===== src/rtl/dcache_port_arb.sv =====
// Arbitrates one D-cache port between LSU loads and store-buffer drains.
// Optional store starvation guard: define DCACHE_ARB_STARVE_GUARD_EN.
module dcache_port_arb #(
  parameter int unsigned STARVE_LIMIT = 16
) (
  input  logic        clk,
  input  logic        rst,
  input  logic        ld_valid,
  output logic        ld_ready,
  input  logic [31:0] ld_addr,
  input  logic [3:0]  ld_rmask,
  output logic        ld_resp,
  output logic [31:0] ld_rdata,
  input  logic        st_valid,
  output logic        st_ready,
  input  logic [31:0] st_addr,
  input  logic [3:0]  st_wmask,
  input  logic [31:0] st_wdata,
  output logic        st_resp,
  input  logic        sb_full,
  input  logic        flush,
  output logic [31:0] dc_addr,
  output logic [3:0]  dc_rmask,
  output logic [3:0]  dc_wmask,
  output logic [31:0] dc_wdata,
  input  logic [31:0] dc_rdata,
  input  logic        dc_resp
);

  typedef enum logic [1:0] {IDLE, LD_BUSY, ST_BUSY} state_t;

  state_t      state;
  logic [31:0] req_addr;
  logic [31:0] req_wdata;
  logic [3:0]  req_rmask;
  logic [3:0]  req_wmask;
  logic        kill;

  logic idle;
  logic starve_hit;
  logic st_urgent;
  logic ld_ok;
  logic grant_st;
  logic grant_ld;

  assign idle = (state == IDLE) && !rst;

`ifdef DCACHE_ARB_STARVE_GUARD_EN
  logic [7:0] starve_cnt;

  // Counts every cycle a store waits, including cycles spent busy on loads.
  always_ff @(posedge clk) begin
    if (rst) begin
      starve_cnt <= '0;
    end else if (grant_st) begin
      starve_cnt <= '0;
    end else if (st_valid && (starve_cnt != 8'hFF)) begin
      starve_cnt <= starve_cnt + 8'd1;
    end
  end

  assign starve_hit = ({24'd0, starve_cnt} >= STARVE_LIMIT);
`else
  assign starve_hit = 1'b0;
`endif

  assign st_urgent = st_valid && (sb_full || starve_hit);
  assign ld_ok     = ld_valid && !flush;
  assign grant_st  = idle && (st_urgent || (st_valid && !ld_ok));
  assign grant_ld  = idle && !st_urgent && ld_ok;

  assign ld_ready = grant_ld;
  assign st_ready = grant_st;

  always_ff @(posedge clk) begin
    if (rst) begin
      state     <= IDLE;
      kill      <= 1'b0;
      req_addr  <= '0;
      req_wdata <= '0;
      req_rmask <= '0;
      req_wmask <= '0;
    end else begin
      case (state)
        IDLE: begin
          kill <= 1'b0;
          if (grant_ld) begin
            state     <= LD_BUSY;
            req_addr  <= ld_addr & 32'hFFFF_FFFC;
            req_rmask <= ld_rmask;
            req_wmask <= 4'd0;
            req_wdata <= 32'd0;
          end else if (grant_st) begin
            state     <= ST_BUSY;
            req_addr  <= st_addr & 32'hFFFF_FFFC;
            req_rmask <= 4'd0;
            req_wmask <= st_wmask;
            req_wdata <= st_wdata;
          end
        end
        LD_BUSY: begin
          if (dc_resp) begin
            state     <= IDLE;
            kill      <= 1'b0;
            req_rmask <= 4'd0;
            req_wmask <= 4'd0;
          end else if (flush) begin
            kill <= 1'b1;
          end
        end
        ST_BUSY: begin
          if (dc_resp) begin
            state     <= IDLE;
            req_rmask <= 4'd0;
            req_wmask <= 4'd0;
          end
        end
        default: begin
          state     <= IDLE;
          kill      <= 1'b0;
          req_rmask <= 4'd0;
          req_wmask <= 4'd0;
        end
      endcase
    end
  end

  // A flush in the response cycle itself also suppresses the load response.
  assign ld_resp  = (state == LD_BUSY) && dc_resp && !kill && !flush && !rst;
  assign ld_rdata = ld_resp ? dc_rdata : 32'd0;
  assign st_resp  = (state == ST_BUSY) && dc_resp && !rst;

  assign dc_addr  = rst ? 32'd0 : req_addr;
  assign dc_wdata = rst ? 32'd0 : req_wdata;
  assign dc_rmask = rst ? 4'd0  : req_rmask;
  assign dc_wmask = rst ? 4'd0  : req_wmask;

endmodule


===== config.mk =====
export PLATFORM = sky130hd
export DESIGN_NAME = dcache_port_arb
export DESIGN_NICKNAME = d
export VERILOG_FILES = /design/src/rtl/dcache_port_arb.sv
export SDC_FILE = /design/constraint.sdc
export NUM_CORES = 1
export LEC_CHECK = 0
export ABC_CLOCK_PERIOD_IN_PS = 2500
export BUFFER_PORTS_ARGS = -buffer_cell sky130_fd_sc_hd__buf_2
export CORE_MARGIN = 4
export CORE_UTILIZATION = 40
export DETAILED_ROUTE_END_ITERATION = 10
export GPL_TIMING_DRIVEN = 1
export PLACE_DENSITY_LB_ADDON = 0.08
export REMOVE_ABC_BUFFERS = 1
export SETUP_SLACK_MARGIN = 0.05
export SKIP_CTS_REPAIR_TIMING = 1
export SLEW_MARGIN = 10
export SYNTH_ARGS = -nofsm -noshare
export SYNTH_HDL_FRONTEND = slang
export SYNTH_SLANG_ARGS = --single-unit
export TNS_END_PERCENT = 20

===== constraint.sdc =====
create_clock -name clk -period 2.5 [get_ports clk]
set_clock_uncertainty 0.05 [all_clocks]
set_input_delay 0.25 -clock clk [delete_from_list [all_inputs] [get_ports clk]]
set_output_delay 0.25 -clock clk [all_outputs]
set_load 0.02 [all_outputs]

# Yosys cells after proc, flatten, opt, wreduce, memory -nomap -nowiden
# Cells that the tools add are included.
[totals]
mem_count = 0
ramBits = 0
latch_bits = 0
output_inout_bits = 108
regBits = 75
rom_bits = 0
word_cells = 60
[op_classes]
n_mul = 0
n_reduce_logical = 25
n_eq_ne = 5
bitwise_logic = 1
add_sub_neg = 0
n_mux = 23
n_lt_le_gt_ge = 0
n_shift = 0
div_mod_pow = 0
[op_table]
columns = ["operator", "count"]
rows = [
  ["two-way mux 32 bit", 7],
  ["two-way mux 4 bit", 7],
  ["case mux 4 bit (2 select lines)", 2],
  ["logical AND 1 bit", 13],
  ["two-way mux 2 bit", 3],
  ["!= test 3 bit (second input constant)", 2],
  ["AND reduction 2 bit", 3],
  ["zero test 1 bit", 5],
  ["case mux 2 bit (2 select lines)", 1],
  ["equality test 2 x 1 -> 1 bit (second input constant)", 1],
  ["equality test 2 bit (second input constant)", 1],
  ["zero test 2 bit", 1],
  ["two-way mux 1 bit", 2],
  ["!= test 2 x 1 -> 1 bit (second input constant)", 1],
  ["case mux 1 bit (2 select lines)", 1],
  ["nonzero test 2 bit", 1],
  ["OR reduction 2 bit", 1],
  ["logical OR 1 bit", 1],
  ["NOT 1 bit", 1],
]

# Depth between registers and ports, before layout
# Gate-level depths: netlist of the first run.
[logic_depth]
depth_word = 9
mapped_depth = 9

# Worst setup path before layout of the first run
# Ideal clock, no wire load.
[synth_path]
kind = "reg2out"
start = "reg state[1]"
end = "out ld_rdata[22]"
arrival_time_ns = 1.518
path_stages_with_launch = 7
path_slack_ns = 0.682
path_buffers = 1
path_cell_list = "dfxtp_1 -> inv_1 -> ha_1 -> nand2b_1 -> nor4_2 -> clkbuf_1 -> and2_1"
[synth_via]
elab_chain_len = 6
[synth_lines]
columns = ["element", "line", "text"]
rows = [
  ["start: declaration", "32", "state_t state;"],
  ["start signal: assignment", "77", "state <= IDLE;"],
  ["start signal: assignment", "88", "state <= LD_BUSY;"],
  ["start signal: assignment", "94", "state <= ST_BUSY;"],
  ["equality test 2 x 1 -> 1 bit", "129", "assign ld_resp = (state == LD_BUSY) && dc_resp && !kill && !flush && !rst;"],
  ["logical AND 1 bit (4 in a row)", "129", ""],
  ["net ld_resp", "12", "output logic ld_resp,"],
  ["two-way mux 32 bit", "130", "assign ld_rdata = ld_resp ? dc_rdata : 32'd0;"],
  ["end: declaration", "13", "output logic [31:0] ld_rdata,"],
]
# The timed path passes the listed nets, and every way through them passes these cells.

# Worst setup path in the final report of the first run
[layout_path]
start = "reg state[1]"
end = "out ld_rdata[22]"
[layout_via]
elab_chain_len = 6
[layout_lines]
columns = ["element", "line"]
rows = [
  ["equality test 2 x 1 -> 1 bit", "129"],
  ["logical AND 1 bit (4 in a row)", "129"],
  ["two-way mux 32 bit", "130"],
]
# No other way between the ends.

==> results.yml, run 1 <==
finish:
  layout_commonest_cell: "buf_2"
  layout_common_cells: "buf_2 (243), nand2_1 (132), nor2b_1 (74)"
  syn_to_final_growth_pct: 40.18
  final_cells: 851
  drive_gt1_share_pct: 41.05
  fin_util_pct: 57.82
  final_nets: 862
sta:
  slew-limit-headroom_pct: 29.26
  period_share_pct: 82.82
  tns_ns: 0
  max_freq_mhz: 482.9
  final_max_slew_viol_count: 0
  final_hold_viol_count: 0
  tightest_slew_ns: 1.061
  rsz0062_at_grt: "no"
  fin_hold_ws_ns: 0.08984
  period_needed_ns: 2.071
  setup_viol: 0
grt:
  antenna_found_initial: 1
  track_usage_pct: 20.75
  globalRouteOverflowTotal: 0
  grt_pass1_wl_um: 18950
  grt_pass1_vias: 3970
  grt_max_degree: 55
route:
  via_per_inst: 4.754
  first_pass_iters: 4
  drt-total-wl_um: 11740
  wire_per_inst_um: 13.80
  postRouteAntennaNets: 0
  drc: 0
  vias: 4046
  drtIter0Drc: 156
clock_network:
  clkTransAtPathRegs_ns: 0.08
  clk_latency_ns: 0.33
  clockBufferDepth: 2
  root_buffer: "clkbuf_8"
  tritoncts: "yes"
  cts_buffers: 9
  cts_sinks: 73
  cts_max_level: 3
hold_path:
  worstHoldPathType: "input pin to flop"
  hold_end: "req_wdata[23]$_SDFFE_PP0P_"
  whs_path_depth: 3
  hp-start: "st_wdata[23]"
worst_setup_path:
  critPathTopFamily: "buffers and inverters"
  rr_worst_depth: 7
  r2r_start: "state[1]$_SDFFE_PP0P_"
  critPathSlowestCell: "dfxtp_1"
  ff2ff_setup_slack_ns: 0.43
  path_max_fanout: 33
  cp_slowest_stage_delay_ns: 0.32
  cp_cell_sequence: "inv_1 > ha_1 > nand2b_1 > nor4_4 > buf_4 > and2_1 > buf_2"
  crit_required_ns: 2.20
  start_kind: "flop"
  r2r-end: "req_addr[21]$_SDFFE_PP0P_"
  cp.arrival_ns: 1.77
  end_kind: "primary output"
  crit_start: "state[1]$_SDFFE_PP0P_"
  critPathBufInv: 3
  path_class: "flop to primary output"
status:
  status: "finished, final reports clean"
synth:
  yosys.cell_types.count: 28
  ys_warn_count: 0
  avgSynthCellArea_um2: 7.778
  ys_ff_latch: 73
  synthCells: 490
  syn_area_mm2: 0.003811
  synth_seq_area_share_pct: 38.35
placement:
  port_buffers: 244
  gp_congestion: 0.7068
  place_inst: 834
  dp_hpwl_um: 8939
floorplan:
  initial_utilization_pct: 41.25
  dieArea_mm2: 0.01115
  die_h_um: 105.6
  chipWidth_um: 105.6
  row_count: 35
  core-area_mm2: 0.009240
  io_pins: 251
job:
  cap_violations: 0
power:
  ir_drop_mv: 0.2941
  total_power_uw: 2942
  power_density_mw_per_mm2: 550.6
  leakage_uw: 0.002659
final cells by class:
type                            instances  area [um^2]
Tap cell                              129        161.4
Sequential cell                        73         1461
Antenna cell                            1        2.502
Clock inverter                          6        82.58
Clock buffer                           10        127.6
Timing Repair Buffer                  257         1359
Multi-Input combinational cell        369         2126
Fill cell                             926         3897
Inverter                                6        22.52
layer usage:
metal	track usage, %	vias up	share of wire, %
li1	-	2042	-
met1	23.57	1847	40
met2	38.16	145	51
met3	5.818	12	7.8
met4	5.088	0	1.5
met5	0	-	0
synth_stat cells (all sizes together):
cell type	number	area, um^2
nand2	132	495.5
nor2b	74	462.9
dfxtp	73	1461
a21oi	35	186.4
and2	32	200.2
a311oi	30	387.9
nor2	30	112.6
buf	29	167.7
clkbuf	14	53.80
nand2b	10	62.56
nand4	8	50.05
inv	6	22.52
ha	3	37.54
nor3	3	15.01
a211o	2	17.52
a21o	2	15.01
o22ai	2	12.51
a21boi	1	11.26
a31oi	1	12.51
conb	1	3.750
nor4	1	12.51
o211a	1	10.01
flip-flops by register name (all words and copies together), names as in the netlist:
signal and count:
kill 1, req_addr 30, req_rmask 4, req_wdata 32, req_wmask 4, state 2
worst max-delay path by stage:
| stage | slack [ns] | endpoint | cells past startpoint |
|---|---|---|---|
| global placement | 0.49 | req_wdata[3]$_SDFFE_PP0P_ | 5 |
| finish | 0.43 | ld_rdata[22] | 7 |
| global route | 0.24 | ld_rdata[24] | 7 |
| CTS | 0.40 | req_addr[21]$_SDFFE_PP0P_ | 7 |
| floorplan | -1.28 | req_addr[10]$_SDFFE_PP0P_ | 5 |
| detailed placement | 0.41 | req_wdata[17]$_SDFFE_PP0P_ | 5 |
stage by stage:
step	worst slack, ns	area (um^2)
2_1_floorplan	-1.284	3593
3_3_place_gp	0.4922	5130
3_5_place_dp	0.4052	5130
4_1_cts	0.3954	5340
5_1_grt	0.2394	5343
6_report	0.4294	5343
worst reg2reg max path, cell delays in order (launching register included):
cell and delay, ns:
dfxtp_1 0.32, inv_1 0.10, ha_1 0.23, nor2b_1 0.21, a21boi_4 0.44, buf_12 0.26
nor2_1 0.08, a311oi_1 0.30
report_power, final:
part	leakage [uW]	internal, uW	total (uW)	switching (uW)
Combinational	0.00195	281	656	375
Sequential	0.000598	1250	1280	34.6
Clock	0.000106	558	1000	444
cells by family (layout without fill, tap and decap cells):
logic type,Yosys count,after routing,synth area share (%)
AOI/OAI and AO/OA,74,74,17.14
adders and majority gates,3,3,0.9850
buffers and inverters,49,279,6.401
DFF,73,73,38.35
other,1,3,0.09840
and+or+nand+nor,290,290,37.03
(Power assumes the default switching activity.)
==> run 2, diff against run 1 <==
--- a/config.mk
+++ b/config.mk
@@ -5,10 +5,11 @@
 export SDC_FILE = /design/constraint.sdc
 export NUM_CORES = 1
 export LEC_CHECK = 0
-export ABC_CLOCK_PERIOD_IN_PS = 2500
+export ABC_AREA = 1
+export ABC_CLOCK_PERIOD_IN_PS = 1660
 export BUFFER_PORTS_ARGS = -buffer_cell sky130_fd_sc_hd__buf_2
 export CORE_MARGIN = 4
-export CORE_UTILIZATION = 40
+export CORE_UTILIZATION = 39
 export DETAILED_ROUTE_END_ITERATION = 10
 export GPL_TIMING_DRIVEN = 1
 export PLACE_DENSITY_LB_ADDON = 0.08
==> constraint.sdc (replaced) <==
create_clock -name clk -period 1.66 [get_ports clk]
set_clock_uncertainty 0.05 [all_clocks]
set_input_delay 0.166 -clock clk [delete_from_list [all_inputs] [get_ports clk]]
set_output_delay 0.166 -clock clk [all_outputs]
set_load 0.02 [all_outputs]
==> results.yml, run 2 <==
status:
  status: "finished, violations left"
  violations: "negative setup slack"
worst_setup_path:
  start_kind: "flop"
  cp_slowest_stage_delay_ns: 0.34
  rr_worst_depth: 13
  path_class: "flop to primary output"
  crit_required_ns: 1.44
  cp_cell_sequence: "inv_4 > ha_4 > nor3b_4 > nand3_4 > buf_12 > nor2_1 > buf_4"
  critPathTopFamily: "simple AND/OR/NAND/NOR gates"
  critPathBufInv: 3
  end_kind: "primary output"
  path_depth: 7
  critPathSlowestCell: "dfxtp_2"
  cp.arrival_ns: 1.67
  path_max_fanout: 17
placement:
  gp_congestion: 0.8520
  port_buffers: 244
  dp_hpwl_um: 9118
grt:
  globalRouteOverflowTotal: 0
  track_usage_pct: 19.39
  antenna_found_initial: 2
  grt_pass1_wl_um: 19860
  grt_max_degree: 50
  grt_pass1_vias: 4400
finish:
  fin_util_pct: 58.61
  largest_reg_flops: 32
  largest-register: "req_wdata"
  drive_gt1_share_pct: 34.01
  syn_to_final_growth_pct: 46.63
  fill_cells: 1040
  layout_common_cells: "buf_2 (208), inv_1 (168), nand2_1 (143)"
  final_nets: 1076
  layout_commonest_cell: "buf_2"
  largest_registers: "req_wdata x32, req_addr x30"
route:
  via_per_inst: 4.477
  drtIter0Drc: 141
  drt-total-wl_um: 13190
  wire_per_inst_um: 12.29
  first_pass_iters: 6
  postRouteAntennaNets: 0
  vias: 4804
  drc: 0
synth:
  synth_seq_area_share_pct: 35.58
  syn_area_mm2: 0.004108
  synth_enable_flop_cells: 0
  ys_warn_count: 0
  synth_most_common_cell: "inv_1"
  synthCells: 691
  synth_commonest_cells: "inv_1 (173), nand2_1 (144), nor2_1 (104), dfxtp_1 (73), o21ai_0 (66)"
  ys_ff_latch: 73
  synth_top_area_share_pct: 35.58
  yosys.cell_types.count: 21
  ys_async_sr_fraction_pct: 0
  avgSynthCellArea_um2: 5.945
  synthFlopType: "dfxtp_1"
  synth_area_leader_cell: "dfxtp_1"
  synth.area.top_cells: "dfxtp_1 (36%), inv_1 (16%), nand2_1 (13%)"
power:
  total_power_uw: 5378
  ir_drop_mv: 0.4184
  leakage_uw: 0.003648
  power_density_mw_per_mm2: 892.9
clock_network:
  root_buffer: "clkbuf_8"
  cts_buffers: 9
  clockBufferDepth: 2
  cts_sinks: 73
  cts_max_level: 3
  clkTransAtPathRegs_ns: 0.08
  tritoncts: "yes"
  clk_latency_ns: 0.34
floorplan:
  initial_utilization_pct: 39.97
  core-area_mm2: 0.01028
  io_pins: 251
  row_count: 37
  die_h_um: 110.6
  chipWidth_um: 110.6
  dieArea_mm2: 0.01224
hold_path:
  whs_path_depth: 3
  worstHoldPathType: "input pin to flop"
sta:
  fin_hold_ws_ns: 0.01009
  max_freq_mhz: 529.2
  setup_ws_ns: -0.2297
  setup_viol: 49
  final_max_slew_viol_count: 0
  final_hold_viol_count: 0
  period_share_pct: 113.8
  rsz0062_at_grt: "yes"
  period_needed_ns: 1.890
job:
  cap_violations: 0
run 2: cell types whose count changed after synthesis, moves of 10 or more:
| cell | before | now |
|---|---|---|
| a311oi_2 | 20 | 0 |
| nand2_1 | 132 | 144 |
| o21ai_0 | 0 | 66 |
| a311oi_1 | 10 | 0 |
| inv_1 | 6 | 173 |
| nand2b_1 | 10 | 0 |
| and2_1 | 32 | 0 |
| nor2_1 | 30 | 104 |
| nand3_1 | 0 | 35 |
| nor2b_1 | 74 | 0 |
run 2: area by class of cell:
cell class	instances	area [um^2]	share of cell area, %
diodes	2	5.005	0.08309
clock buffers	14	182.7	3.033
clock inverters	2	10.01	0.1662
inverters	174	663.1	11.01
multi-input cells	402	1858	30.85
flip-flops and latches	73	1466	24.35
well taps	136	170.2	2.825
repair buffers	270	1668	27.69
run 2: cell families (layout without fill, tap and decap cells):
kind of cell | after synthesis | after routing | share of synthesized area, %
simple gates | 291 | 291 | 28.39
compound gates | 106 | 106 | 12.92
other cells | 1 | 4 | 0.09129
flops | 73 | 73 | 35.58
fa+ha+maj | 3 | 3 | 0.9139
buf+inv | 217 | 460 | 22.11
run 2: worst paths after layout:
| check | from | end | slack [ns] |
|---|---|---|---|
| hold reg to reg | req_wmask[2]$_SDFFE_PP0P_ | req_wmask[2]$_SDFFE_PP0P_ | 0.47 |
| setup / recovery | state[1]$_SDFFE_PP0P_ | ld_rdata[15] | -0.23 |
| hold / removal | st_wdata[18] | req_wdata[18]$_SDFFE_PP0P_ | 0.01 |
| setup reg to reg | state[1]$_SDFFE_PP0P_ | req_addr[19]$_SDFFE_PP0P_ | -0.02 |
run 2: routing by layer:
metal	global-route usage (%)	vias to the layer above	share of wire, %
met3	5.041	30	6.5
met2	34.14	172	50
met5	0	-	0
met4	9.524	0	3.4
li1	-	2501	-
met1	21.56	2101	40
run 2: worst reg2reg max path, delay by kind of cell (launching register included):
kind	cells	cell delay (ns)
buffers and inverters	7	0.66
AND/OR/NAND/NOR	5	0.36
flip-flops	1	0.36
adder cells (fa/ha/maj)	1	0.16
run 2: power breakdown:
part / internal (uW) / switching [uW]
clock network: 703 / 663
logic: 730 / 1100
registers: 2040 / 138
total: 3470 / 1900
run 2: through the flow:
stage                     setup WS, ns   TNS [ns]  cells  cell area [um^2]
after floorplan                -0.8834     -81.01    649              3857
after global placement         0.04003          0   1045              5436
after detailed placement     -0.003588  -0.003588   1045              5436
after CTS                      -0.3418     -9.249   1061              5629
after global routing           -0.3364     -13.66   1073              6023
final                          -0.2297     -6.861   1073              6023
==> run 3, diff against run 2 <==
--- a/config.mk
+++ b/config.mk
@@ -15,7 +15,6 @@
 export PLACE_DENSITY_LB_ADDON = 0.08
 export REMOVE_ABC_BUFFERS = 1
 export SETUP_SLACK_MARGIN = 0.05
-export SKIP_CTS_REPAIR_TIMING = 1
 export SLEW_MARGIN = 10
 export SYNTH_ARGS = -nofsm -noshare
 export SYNTH_HDL_FRONTEND = slang
==> results.yml, run 3 (synthesis results as in run 2) <==
floorplan:
  io_pins: 251
  chipWidth_um: 110.6
  initial_utilization_pct: 39.97
  row_count: 37
  core-area_mm2: 0.01028
  dieArea_mm2: 0.01224
  die_h_um: 110.6
grt:
  track_usage_pct: 20.97
  grt_pass1_vias: 4685
  grt_max_degree: 50
  grt_pass1_wl_um: 21310
  antenna_found_initial: 1
  globalRouteOverflowTotal: 0
sta:
  rsz0062_at_grt: "yes"
  max_freq_mhz: 538.7
  setup_ws_ns: -0.1963
  period_share_pct: 111.8
  setup_viol: 35
  final_max_slew_viol_count: 0
  period_needed_ns: 1.856
  final_hold_viol_count: 0
  fin_hold_ws_ns: 0.02173
finish:
  largest_reg_flops: 32
  final_nets: 1095
  largest_registers: "req_wdata x32, req_addr x30"
  layout_common_cells: "buf_2 (208), inv_1 (170), nand2_1 (140)"
  syn_to_final_growth_pct: 49.53
  largest-register: "req_wdata"
  drive_gt1_share_pct: 31.76
  final_cells: 1091
  layout_commonest_cell: "buf_2"
  multiInputGateArea_mm2: 0.001794
  layout.area.seq_mm2: 0.001464
  fill_cells: 1028
power:
  total_power_uw: 5413
  ir_drop_mv: 0.4188
  leakage_uw: 0.003728
  power_density_mw_per_mm2: 881.3
status:
  status: "finished, violations left"
  violations: "negative setup slack"
worst_setup_path:
  cp_cell_sequence: "inv_2 > ha_1 > nor3b_2 > nand3_1 > buf_12 > nor2_1 > buf_4"
  path_class: "flop to primary output"
  cp.arrival_ns: 1.64
  cp_slowest_stage_delay_ns: 0.33
  crit_required_ns: 1.44
  critPathSlowestCell: "dfxtp_2"
  path_max_fanout: 33
  end_kind: "primary output"
  start_kind: "flop"
route:
  postRouteAntennaNets: 0
  drt-total-wl_um: 13240
  first_pass_iters: 4
  drc: 0
  drtIter0Drc: 138
  wire_per_inst_um: 12.13
  via_per_inst: 4.448
  vias: 4853
clock_network:
  cts_max_level: 3
  cts_sinks: 73
  cts_buffers: 9
  clkTransAtPathRegs_ns: 0.08
  root_buffer: "clkbuf_8"
  clk_latency_ns: 0.34
  clockBufferDepth: 2
  tritoncts: "yes"
placement:
  dp_hpwl_um: 9118
  place_inst: 1045
  port_buffers: 244
  gp_congestion: 0.8520
hold_path:
  worstHoldPathType: "input pin to flop"
job:
  cap_violations: 0
-- run 3: metal layers --
| layer | vias up | GRT usage, % | share of wire (%) |
|---|---|---|---|
| met5 | - | 0 | 0 |
| met4 | 0 | 11.49 | 3.3 |
| met3 | 34 | 4.658 | 6.2 |
| met2 | 172 | 37.82 | 50 |
| met1 | 2116 | 22.56 | 41 |
| li1 | 2531 | - | - |
-- run 3: area by class of cell --
class,count,area share [%]
multi-input combinational,402,29.21
inverter,174,10.72
timing repair buffer,289,30.29
tap,136,2.770
clock buffer,14,2.974
sequential,73,23.83
antenna,1,0.04074
clock inverter,2,0.1630
-- run 3: worst max-delay path: cells and delay by family (launching register included) --
family / cells / cell delay (ns)
flip-flops: 1 / 0.33
AND/OR/NAND/NOR: 3 / 0.41
buffers and inverters: 3 / 0.40
adder cells (fa/ha/maj): 1 / 0.15
-- run 3: what timing repair did --
action	CTS	global route
cloned	1	0
pin swaps	4	5
hold buffers	23	0
setup endpoints to repair	96	108
gates resized for setup	64	39
endpoints found under the hold margin	23	0
buffers inserted	5	0
-- run 3: per-stage QoR --
stage	setup WS, ns	setup TNS [ns]	utilization [%]	area, um^2
floorplan	-0.8834	-81.01	-	3857
global placement	0.04003	0	52.90	5436
detailed placement	-0.003588	-0.003588	52.90	5436
CTS	-0.2012	-5.954	59.29	6093
global route	-0.2957	-11.15	59.76	6142
finish	-0.1963	-5.435	59.76	6142
-- run 3: path summary, 6_finish.rpt --
check                         from                        end  slack (ns)  depth (start not counted)
max reg2reg  state[1]$_SDFFE_PP0P_  req_addr[19]$_SDFFE_PP0P_        0.04                         12
min                    st_wmask[1]  req_wmask[1]$_SDFFE_PP0P_        0.02                          3
max          state[1]$_SDFFE_PP0P_                ld_rdata[1]       -0.20                          7
min reg2reg  state[0]$_SDFFE_PP0P_      state[0]$_SDFFE_PP0P_        0.44                          2
-- run 3: power breakdown --
group / total (uW) / switching (uW) / internal (uW)
Sequential: 2170 / 128 / 2040
Clock: 1360 / 660 / 703
Combinational: 1880 / 1110 / 773
Total: 5410 / 1890 / 3520
